## src/rtl/seg7_pkg.sv

```systemverilog
// Shared constants for the seven-segment scan decoder: active-high abcdefg
// patterns (a is the leftmost bit) and the qualifier FSM state encoding.
package seg7_pkg;

  localparam logic [1:7] SEG_0     = 7'b1111110;
  localparam logic [1:7] SEG_1     = 7'b0110000;
  localparam logic [1:7] SEG_2     = 7'b1101101;
  localparam logic [1:7] SEG_3     = 7'b1111001;
  localparam logic [1:7] SEG_4     = 7'b0110011;
  localparam logic [1:7] SEG_5     = 7'b1011011;
  localparam logic [1:7] SEG_6     = 7'b1011111;
  localparam logic [1:7] SEG_7     = 7'b1110000;
  localparam logic [1:7] SEG_8     = 7'b1111111;
  localparam logic [1:7] SEG_9     = 7'b1111011;
  localparam logic [1:7] SEG_BLANK = 7'b0000000;

  typedef enum logic [1:0] {
    IDLE,
    QUALIFY,
    HOLD
  } state_t;

endpackage

```

## src/rtl/seg7_pattern_lookup.sv

```systemverilog
// Combinational segment-pattern classifier: numeral (with BCD value), blank,
// or neither. bcd is 0 whenever the pattern is not a numeral.
module seg7_pattern_lookup
  import seg7_pkg::*;
(
  input  logic [1:7] segs,
  output logic       is_numeral,
  output logic       is_blank,
  output logic [3:0] bcd
);

  always_comb begin
    is_numeral = 1'b1;
    is_blank   = 1'b0;
    bcd        = '0;
    case (segs)
      SEG_0:     bcd = 4'd0;
      SEG_1:     bcd = 4'd1;
      SEG_2:     bcd = 4'd2;
      SEG_3:     bcd = 4'd3;
      SEG_4:     bcd = 4'd4;
      SEG_5:     bcd = 4'd5;
      SEG_6:     bcd = 4'd6;
      SEG_7:     bcd = 4'd7;
      SEG_8:     bcd = 4'd8;
      SEG_9:     bcd = 4'd9;
      SEG_BLANK: begin
        is_numeral = 1'b0;
        is_blank   = 1'b1;
      end
      default:   is_numeral = 1'b0;
    endcase
  end

endmodule

```

## src/rtl/seg7_scan_decoder.sv

```systemverilog
// Recovers per-digit BCD values from a multiplexed seven-segment bus; a
// {segs, dig_sel} sample must repeat STABLE_CYCLES times before it commits.
module seg7_scan_decoder
  import seg7_pkg::*;
#(
  parameter int unsigned NUM_DIGITS    = 4,
  parameter int unsigned STABLE_CYCLES = 3,
  localparam int unsigned IDX_W = (NUM_DIGITS > 1) ? $clog2(NUM_DIGITS) : 1
) (
  input  logic                    clk,
  input  logic                    reset,
  input  logic [1:7]              segs,
  input  logic [NUM_DIGITS-1:0]   dig_sel,
  input  logic                    err_clr,
  output logic [4*NUM_DIGITS-1:0] bcd_out,
  output logic [NUM_DIGITS-1:0]   digit_valid,
  output logic                    update,
  output logic [IDX_W-1:0]        update_idx,
  output logic [NUM_DIGITS-1:0]   err
);

  localparam logic [7:0] STABLE   = 8'(STABLE_CYCLES);
  localparam bit         ONE_SHOT = (STABLE_CYCLES == 1);

  state_t                state, state_n;
  logic [1:7]            ref_segs;
  logic [NUM_DIGITS-1:0] ref_sel;
  logic [7:0]            run, run_n;
  logic                  legal, fresh, load, commit;
  logic                  is_numeral, is_blank;
  logic [3:0]            dec_bcd;
  logic [IDX_W-1:0]      sel_idx;

  seg7_pattern_lookup u_lookup (
    .segs       (segs),
    .is_numeral (is_numeral),
    .is_blank   (is_blank),
    .bcd        (dec_bcd)
  );

  assign legal = $onehot(dig_sel);
  assign fresh = (state == IDLE) || ({segs, dig_sel} != {ref_segs, ref_sel});

  always_comb begin
    sel_idx = '0;
    for (int unsigned i = 0; i < NUM_DIGITS; i++)
      if (dig_sel[i]) sel_idx = IDX_W'(i);
  end

  always_comb begin
    state_n = state;
    run_n   = run;
    load    = 1'b0;
    commit  = 1'b0;
    if (!legal) begin
      state_n = IDLE;
      run_n   = '0;
    end else if (fresh) begin
      load  = 1'b1;
      run_n = 8'd1;
      if (ONE_SHOT) begin
        commit  = 1'b1;
        state_n = HOLD;
      end else begin
        state_n = QUALIFY;
      end
    end else if (state == QUALIFY) begin
      run_n = run + 8'd1;
      if (run_n == STABLE) begin
        commit  = 1'b1;
        state_n = HOLD;
      end
    end
    // HOLD with a matching sample keeps run saturated at STABLE
  end

  always_ff @(posedge clk or posedge reset) begin
    if (reset) begin
      state    <= IDLE;
      run      <= '0;
      ref_segs <= '0;
      ref_sel  <= '0;
    end else begin
      state <= state_n;
      run   <= run_n;
      if (load) begin
        ref_segs <= segs;
        ref_sel  <= dig_sel;
      end
    end
  end

  always_ff @(posedge clk or posedge reset) begin
    if (reset) begin
      bcd_out     <= '0;
      digit_valid <= '0;
      update      <= 1'b0;
      update_idx  <= '0;
      err         <= '0;
    end else begin
      update <= commit;
      if (commit) update_idx <= sel_idx;
      for (int unsigned i = 0; i < NUM_DIGITS; i++) begin
        if (commit && dig_sel[i] && !is_numeral && !is_blank)
          err[i] <= 1'b1;
        else if (err_clr)
          err[i] <= 1'b0;
        if (commit && dig_sel[i]) begin
          if (is_numeral) begin
            bcd_out[4*i +: 4] <= dec_bcd;
            digit_valid[i]    <= 1'b1;
          end else if (is_blank) begin
            digit_valid[i] <= 1'b0;
          end
        end
      end
    end
  end

endmodule
```

## config.mk

```make
export PLATFORM = sky130hd
export DESIGN_NAME = seg7_scan_decoder
export DESIGN_NICKNAME = d
export VERILOG_FILES = /design/src/rtl/seg7_pkg.sv /design/src/rtl/seg7_pattern_lookup.sv /design/src/rtl/seg7_scan_decoder.sv
export SDC_FILE = /design/constraint.sdc
export NUM_CORES = 1
export LEC_CHECK = 0
export ABC_AREA = 1
export BUFFER_PORTS_ARGS = -buffer_cell sky130_fd_sc_hd__buf_2
export CAP_MARGIN = 20
export CORE_ASPECT_RATIO = 2
export CORE_MARGIN = 3
export CORE_UTILIZATION = 35
export CTS_BUF_LIST = sky130_fd_sc_hd__clkbuf_16
export CTS_CLUSTER_DIAMETER = 50
export DETAILED_ROUTE_END_ITERATION = 8
export SLEW_MARGIN = 20
export SYNTH_ARGS = -nofsm -noshare
export SYNTH_HDL_FRONTEND = slang
export SYNTH_SLANG_ARGS = --single-unit
```

## constraint.sdc

```tcl
create_clock -name clk -period 3.05 [get_ports clk]
set_input_delay 0.1525 -clock clk [delete_from_list [all_inputs] [get_ports clk]]
set_output_delay 0.1525 -clock clk [all_outputs]
set_load 0.02 [all_outputs]
```

======== After elaboration in Yosys (flattened, before gate mapping) ========
Cells that the tools add are included.
operators by class
  $add $sub $neg .......................... 4
  multiply operators ...................... 0
  div/mod/pow operators ................... 0
  $lt $le $gt $ge ......................... 0
  equal/unequal tests ..................... 16
  shift-type cells ........................ 0
  mux-type cells .......................... 26
  bitwise gates (word level) .............. 0
  reductions and logical operators ........ 32
operators with widths
  operator             count
  $eq 7x7->1 const B   8
  $pmux 4 s9           1
  $mux 8               3
  $reduce_and 2->1     9
  $mux 1               16
  $eq 7x6->1 const B   2
  $logic_and 1x1->1    12
  $mux 2               6
  $ne 11x11->1         1
  $reduce_bool 2->1    5
  $reduce_or 10->1     1
  $add 8x1->8 const B  1
  $eq 8x2->1 const B   1
  $logic_not 7->1      1
  $ne 3x1->1 const B   2
  $add 1x1->2          2
  $add 2x2->3          1
  $eq 3x1->1 const B   1
  $eq 2x1->1 const B   1
  $logic_not 1->1      2
  $logic_not 2->1      1
  $logic_or 1x1->1     1
word-level totals
  register bits ........................... 48
  latch bits .............................. 0
  bits in writable memories ............... 0
  ROM bits ................................ 0
  input bits .............................. 14
  logic and storage cells ................. 96
  memories kept ........................... 0

======== Depth between registers and ports, before layout ========
  depth after elaboration ................. 10
  depth in mapped cells ................... 13
  mapped depth without buffers ............ 13

======== Cells and area by module ========
Synthesis repeated with hierarchy kept, for this count alone.
unflattened totals
  cell total of the unflattened synthesis .. 367
  area total of the unflattened synthesis .. 2776.4 um^2
modules (own cells, without submodules)
  module               times used  cells an instance  area each (um^2)  seq. area each (um^2)
  seg7_scan_decoder    1           321                2572.5            1201.2
  seg7_pattern_lookup  1           46                 203.9             0.0

======== Worst setup path before layout ========
No wires, ideal clock.
  kind .................................... input -> register
  from .................................... input dig_sel[1]
  to ...................................... register bcd_out[11]
  setup time .............................. 0.118 ns
  arrival time ............................ 2.487 ns
  required time ........................... 2.932 ns
  path slack .............................. 0.445 ns
  stages .................................. 12
  path buffers ............................ 1
  cell sequence ........................... buf_2 > inv_1 > fa_1 > inv_1 > ha_1 > ha_1 > nor3_1 > nand3_4 > nor2_8 > nand3_2 > nand2_1 > nand2_1
between the ends
  cells in the longest elaborated chain, start to end .. 6
  elaborated cells between the ends (all ways) .. 9
  classes of those cells .................. add/sub (2); eq/ne (2); mux (2); reduce/logical (3)
RTL lines
  element                                                                RTL line                                          source
  start, declared                                                        seg7_scan_decoder.sv:13                           input logic [NUM_DIGITS-1:0] dig_sel,
  $add 1x1->2 (implied by the code) or $ne 11x11->1 (tied branches)      seg7_scan_decoder.sv:41, seg7_scan_decoder.sv:42
  $add 2x2->3 (implied by the code) or $logic_or 1x1->1 (tied branches)  seg7_scan_decoder.sv:41, seg7_scan_decoder.sv:42
  $eq 3x1->1 or $mux 1 (tied branches)                                   seg7_scan_decoder.sv:41, seg7_scan_decoder.sv:58
  $mux 1 *                                                               seg7_scan_decoder.sv:55                           if (!legal) begin
  $logic_and 1x1->1 *                                                    seg7_scan_decoder.sv:108                          if (commit && dig_sel[i]) begin
  $reduce_and 2->1 (no line) *                                           -
  end signal, assigned                                                   seg7_scan_decoder.sv:95                           bcd_out <= '0;
  end signal, assigned by index                                          seg7_scan_decoder.sv:110                          bcd_out[4*i +: 4] <= dec_bcd;
  end, declared                                                          seg7_scan_decoder.sv:15                           output logic [4*NUM_DIGITS-1:0] bcd_out,
Mark *: on every way between the ends. The rest lies on a longest branch, timed or not.
A chain may end at the register's enable or synchronous reset.

======== Worst setup path in the final report ========
  from .................................... input dig_sel[1]
  to ...................................... register bcd_out[4]
between the ends
  cells in the longest elaborated chain, start to end .. 6
  elaborated cells between the ends (all ways) .. 9
  classes of those cells .................. add/sub (2); eq/ne (2); mux (2); reduce/logical (3)
RTL lines
  element                                                                RTL line
  $add 1x1->2 (implied by the code) or $ne 11x11->1 (tied branches)      seg7_scan_decoder.sv:41, seg7_scan_decoder.sv:42
  $add 2x2->3 (implied by the code) or $logic_or 1x1->1 (tied branches)  seg7_scan_decoder.sv:41, seg7_scan_decoder.sv:42
  $eq 3x1->1 or $mux 1 (tied branches)                                   seg7_scan_decoder.sv:41, seg7_scan_decoder.sv:58
  $mux 1                                                                 seg7_scan_decoder.sv:55
  $logic_and 1x1->1 *                                                    seg7_scan_decoder.sv:108
  $reduce_and 2->1 (no line) *                                           -
Marked as above.

==> flow_summary.json <==
{
  "synthDistinctLibCells": 33,
  "rsz0062_at_grt": "false",
  "coreArea_mm2": 0.00738,
  "row_count": 44,
  "clk_pin_slew_worst_paths_ps": 70,
  "endpoint_kind": "flip-flop",
  "diodes": 0,
  "cts_setup_buffers": 0,
  "min_path_type": "input pin to async pin",
  "yosysWarnings": 0,
  "numCtsBuffers": 5,
  "final_common_cell": "nand2_1",
  "synth_area_mm2": 0.00272,
  "final_cells": 496,
  "hold_buffers": 0,
  "wl_per_cell_um": 13.7,
  "status": "finished with violations",
  "relSlewSlack": 0.447,
  "grt_max_degree": 49,
  "drv_slew": 0,
  "grt_overflow": 0,
  "final_cell_mix": "139 x nand2_1, 48 x dfrtp_1, 40 x buf_2",
  "async_flop_share": 1.00,
  "viasPerCell": 4.99,
  "clock.fmax_mhz": 407,
  "ctsHtreeMaxLevel": 2,
  "area_delta_synth_final_pct": 15.9,
  "arrival_ps": 2640,
  "hpwl_um": 5330,
  "post_cts_resize_count": 0,
  "finalSetupTns_ps": 0,
  "reg2reg_depth": 10,
  "regToRegSetupSlack_ps": 920,
  "synth_edf_count": 0,
  "irDropWorstVdd_v": 0.000332,
  "ys_seq_elements": 48,
  "worstSetupStartpointType": "input pin",
  "synth_nets": 382,
  "maxCapViolations": 0,
  "cts-root-buf": "clkbuf_16",
  "holdWs_ps": -14.7,
  "synth-seq-area-share": 0.442,
  "initial_core_util": 0.368,
  "finalHoldViolations": 10,
  "p_leak_nw": 1.72,
  "path_class": "input pin to flip-flop",
  "post-route-period-util": 0.806,
  "drcViolationCount": 0,
  "first_pass_iters": 7,
  "drtIter0Drc": 85,
  "netlist_instances": 363,
  "clock_skew_ps": 7.63,
  "cp_data_required_time_ps": 3230,
  "dp_cells": 488,
  "crit_path_max_fanout": 28,
  "die_h_um": 131,
  "syn_area_per_cell_um2": 7.49,
  "antenna_found_initial": 0,
  "ioPinCount": 41,
  "power_density_mw_per_mm2": 546,
  "dpl_worst_slack_ps": 282,
  "violations": "hold timing",
  "grt_pass1_vias": 2443,
  "num_vias": 2475,
  "clockBufferDepth": 2,
  "place.gp.congestion": 0.830,
  "cts_tree": "done",
  "drive_gt1_frac": 0.178,
  "die_w_um": 68.3,
  "grtUsageTotal": 0.169,
  "worst_pin_slew_ps": 830,
  "portBuffers": 40,
  "cts_sinks": 48,
  "worstSkewPairLatency_ps": 290,
  "ys.flop_type": "dfrtp_1",
  "nNetsFinal": 422,
  "fin_crit_ps": 2460,
  "setup_viol": 0,
  "fin_ws_ps": 592,
  "die-area_mm2": 0.00892,
  "grt_pass1_wl_um": 11200,
  "antenna_left": 0,
  "r2r_start": "run[1]$_DFFE_PP0P_",
  "reg2reg_to": "bcd_out[4]$_DFFE_PP0P_",
  "routed_wl_um": 6800
}
worst max path at each step:
stage | start | endpoint | slack [ps] | cells after the start
floorplan | dig_sel[1] | bcd_out[11]$_DFFE_PP0P_ | 450 | 12
global placement | dig_sel[1] | bcd_out[10]$_DFFE_PP0P_ | 320 | 13
detailed placement | dig_sel[1] | bcd_out[3]$_DFFE_PP0P_ | 280 | 13
CTS | dig_sel[1] | bcd_out[4]$_DFFE_PP0P_ | 600 | 13
global route | dig_sel[0] | bcd_out[2]$_DFFE_PP0P_ | 340 | 13
finish | dig_sel[1] | bcd_out[4]$_DFFE_PP0P_ | 590 | 13
registers in the layout, summed over array words and instances (netlist names):
| register | cells |
|---|---|
| state | 2 |
| ref_sel | 4 |
| bcd_out | 16 |
| run | 8 |
| err | 4 |
| digit_valid | 4 |
| ref_segs | 7 |
| update | 1 |
| update_idx | 2 |
cells by family (layout without fill, tap and decap cells):
logic type	after synthesis	after routing	share of synthesized area
AO/OA/AOI/OAI	27	27	0.0539
flip-flops	48	48	0.442
adder cells (fa/ha/maj)	5	5	0.0258
buffers and inverters	49	90	0.0810
AND/OR/NAND/NOR	231	231	0.388
XOR/XNOR	3	3	0.00967
area by class of cell:
type                            instances  area, µm²
Sequential cell                        48       1200
Clock inverter                          3       42.5
Timing Repair Buffer                   43        223
Inverter                               39        148
Clock buffer                            5        125
Multi-Input combinational cell        266       1300
Fill cell                             805       4230
Tap cell                               92        115
cell usage after synthesis (2+ instances only):
| cell | n | area [µm²] |
|---|---|---|
| a21oi_1 | 9 | 45.0 |
| buf_2 | 5 | 25.0 |
| buf_4 | 2 | 15.0 |
| buf_8 | 2 | 30.0 |
| dfrtp_1 | 48 | 1200 |
| ha_1 | 4 | 50.1 |
| inv_1 | 34 | 128 |
| inv_2 | 5 | 18.8 |
| nand2_1 | 139 | 522 |
| nand2_2 | 3 | 18.8 |
| nand3_1 | 21 | 105 |
| nand3_2 | 7 | 70.1 |
| nand3b_1 | 2 | 15.0 |
| nand4_1 | 17 | 106 |
| nor2_1 | 29 | 109 |
| nor3_1 | 4 | 20.0 |
| o21ai_0 | 13 | 65.1 |
| or2_2 | 2 | 12.5 |
| xnor2_1 | 3 | 26.3 |
worst max-delay path, stage by stage:
cell and delay (ps):
buf_2 210, inv_1 100, fa_1 510, inv_1 40, ha_1 170, ha_1 260
nor3_1 180, buf_4 160, nand3_4 140, nor2_8 370, nand3_2 180, nand2_1 100
nand2_1 50
where the power goes:
group	switching (mW)	total, mW	internal, mW
Clock	0.240	0.626	0.385
Combinational	0.216	0.331	0.115
Sequential	0.0552	0.762	0.707
metrics by stage:
step	power, mW	util	cell area [µm²]
floorplan	1.03	-	2720
global route	1.83	0.427	3150
detailed placement	1.11	0.404	2980
global placement	1.11	0.404	2980
finish	1.72	0.427	3150
CTS	1.74	0.427	3150
routing by layer:
metal  up-vias  track usage  wire length (µm)
met5         -            0                 0
met4         0       0.0692               145
met3         8       0.0205               188
met2        49        0.324              3970
met1      1177        0.175              2500
li1       1241            -                 -
No activity file was read; power rests on OpenSTA's default activity.
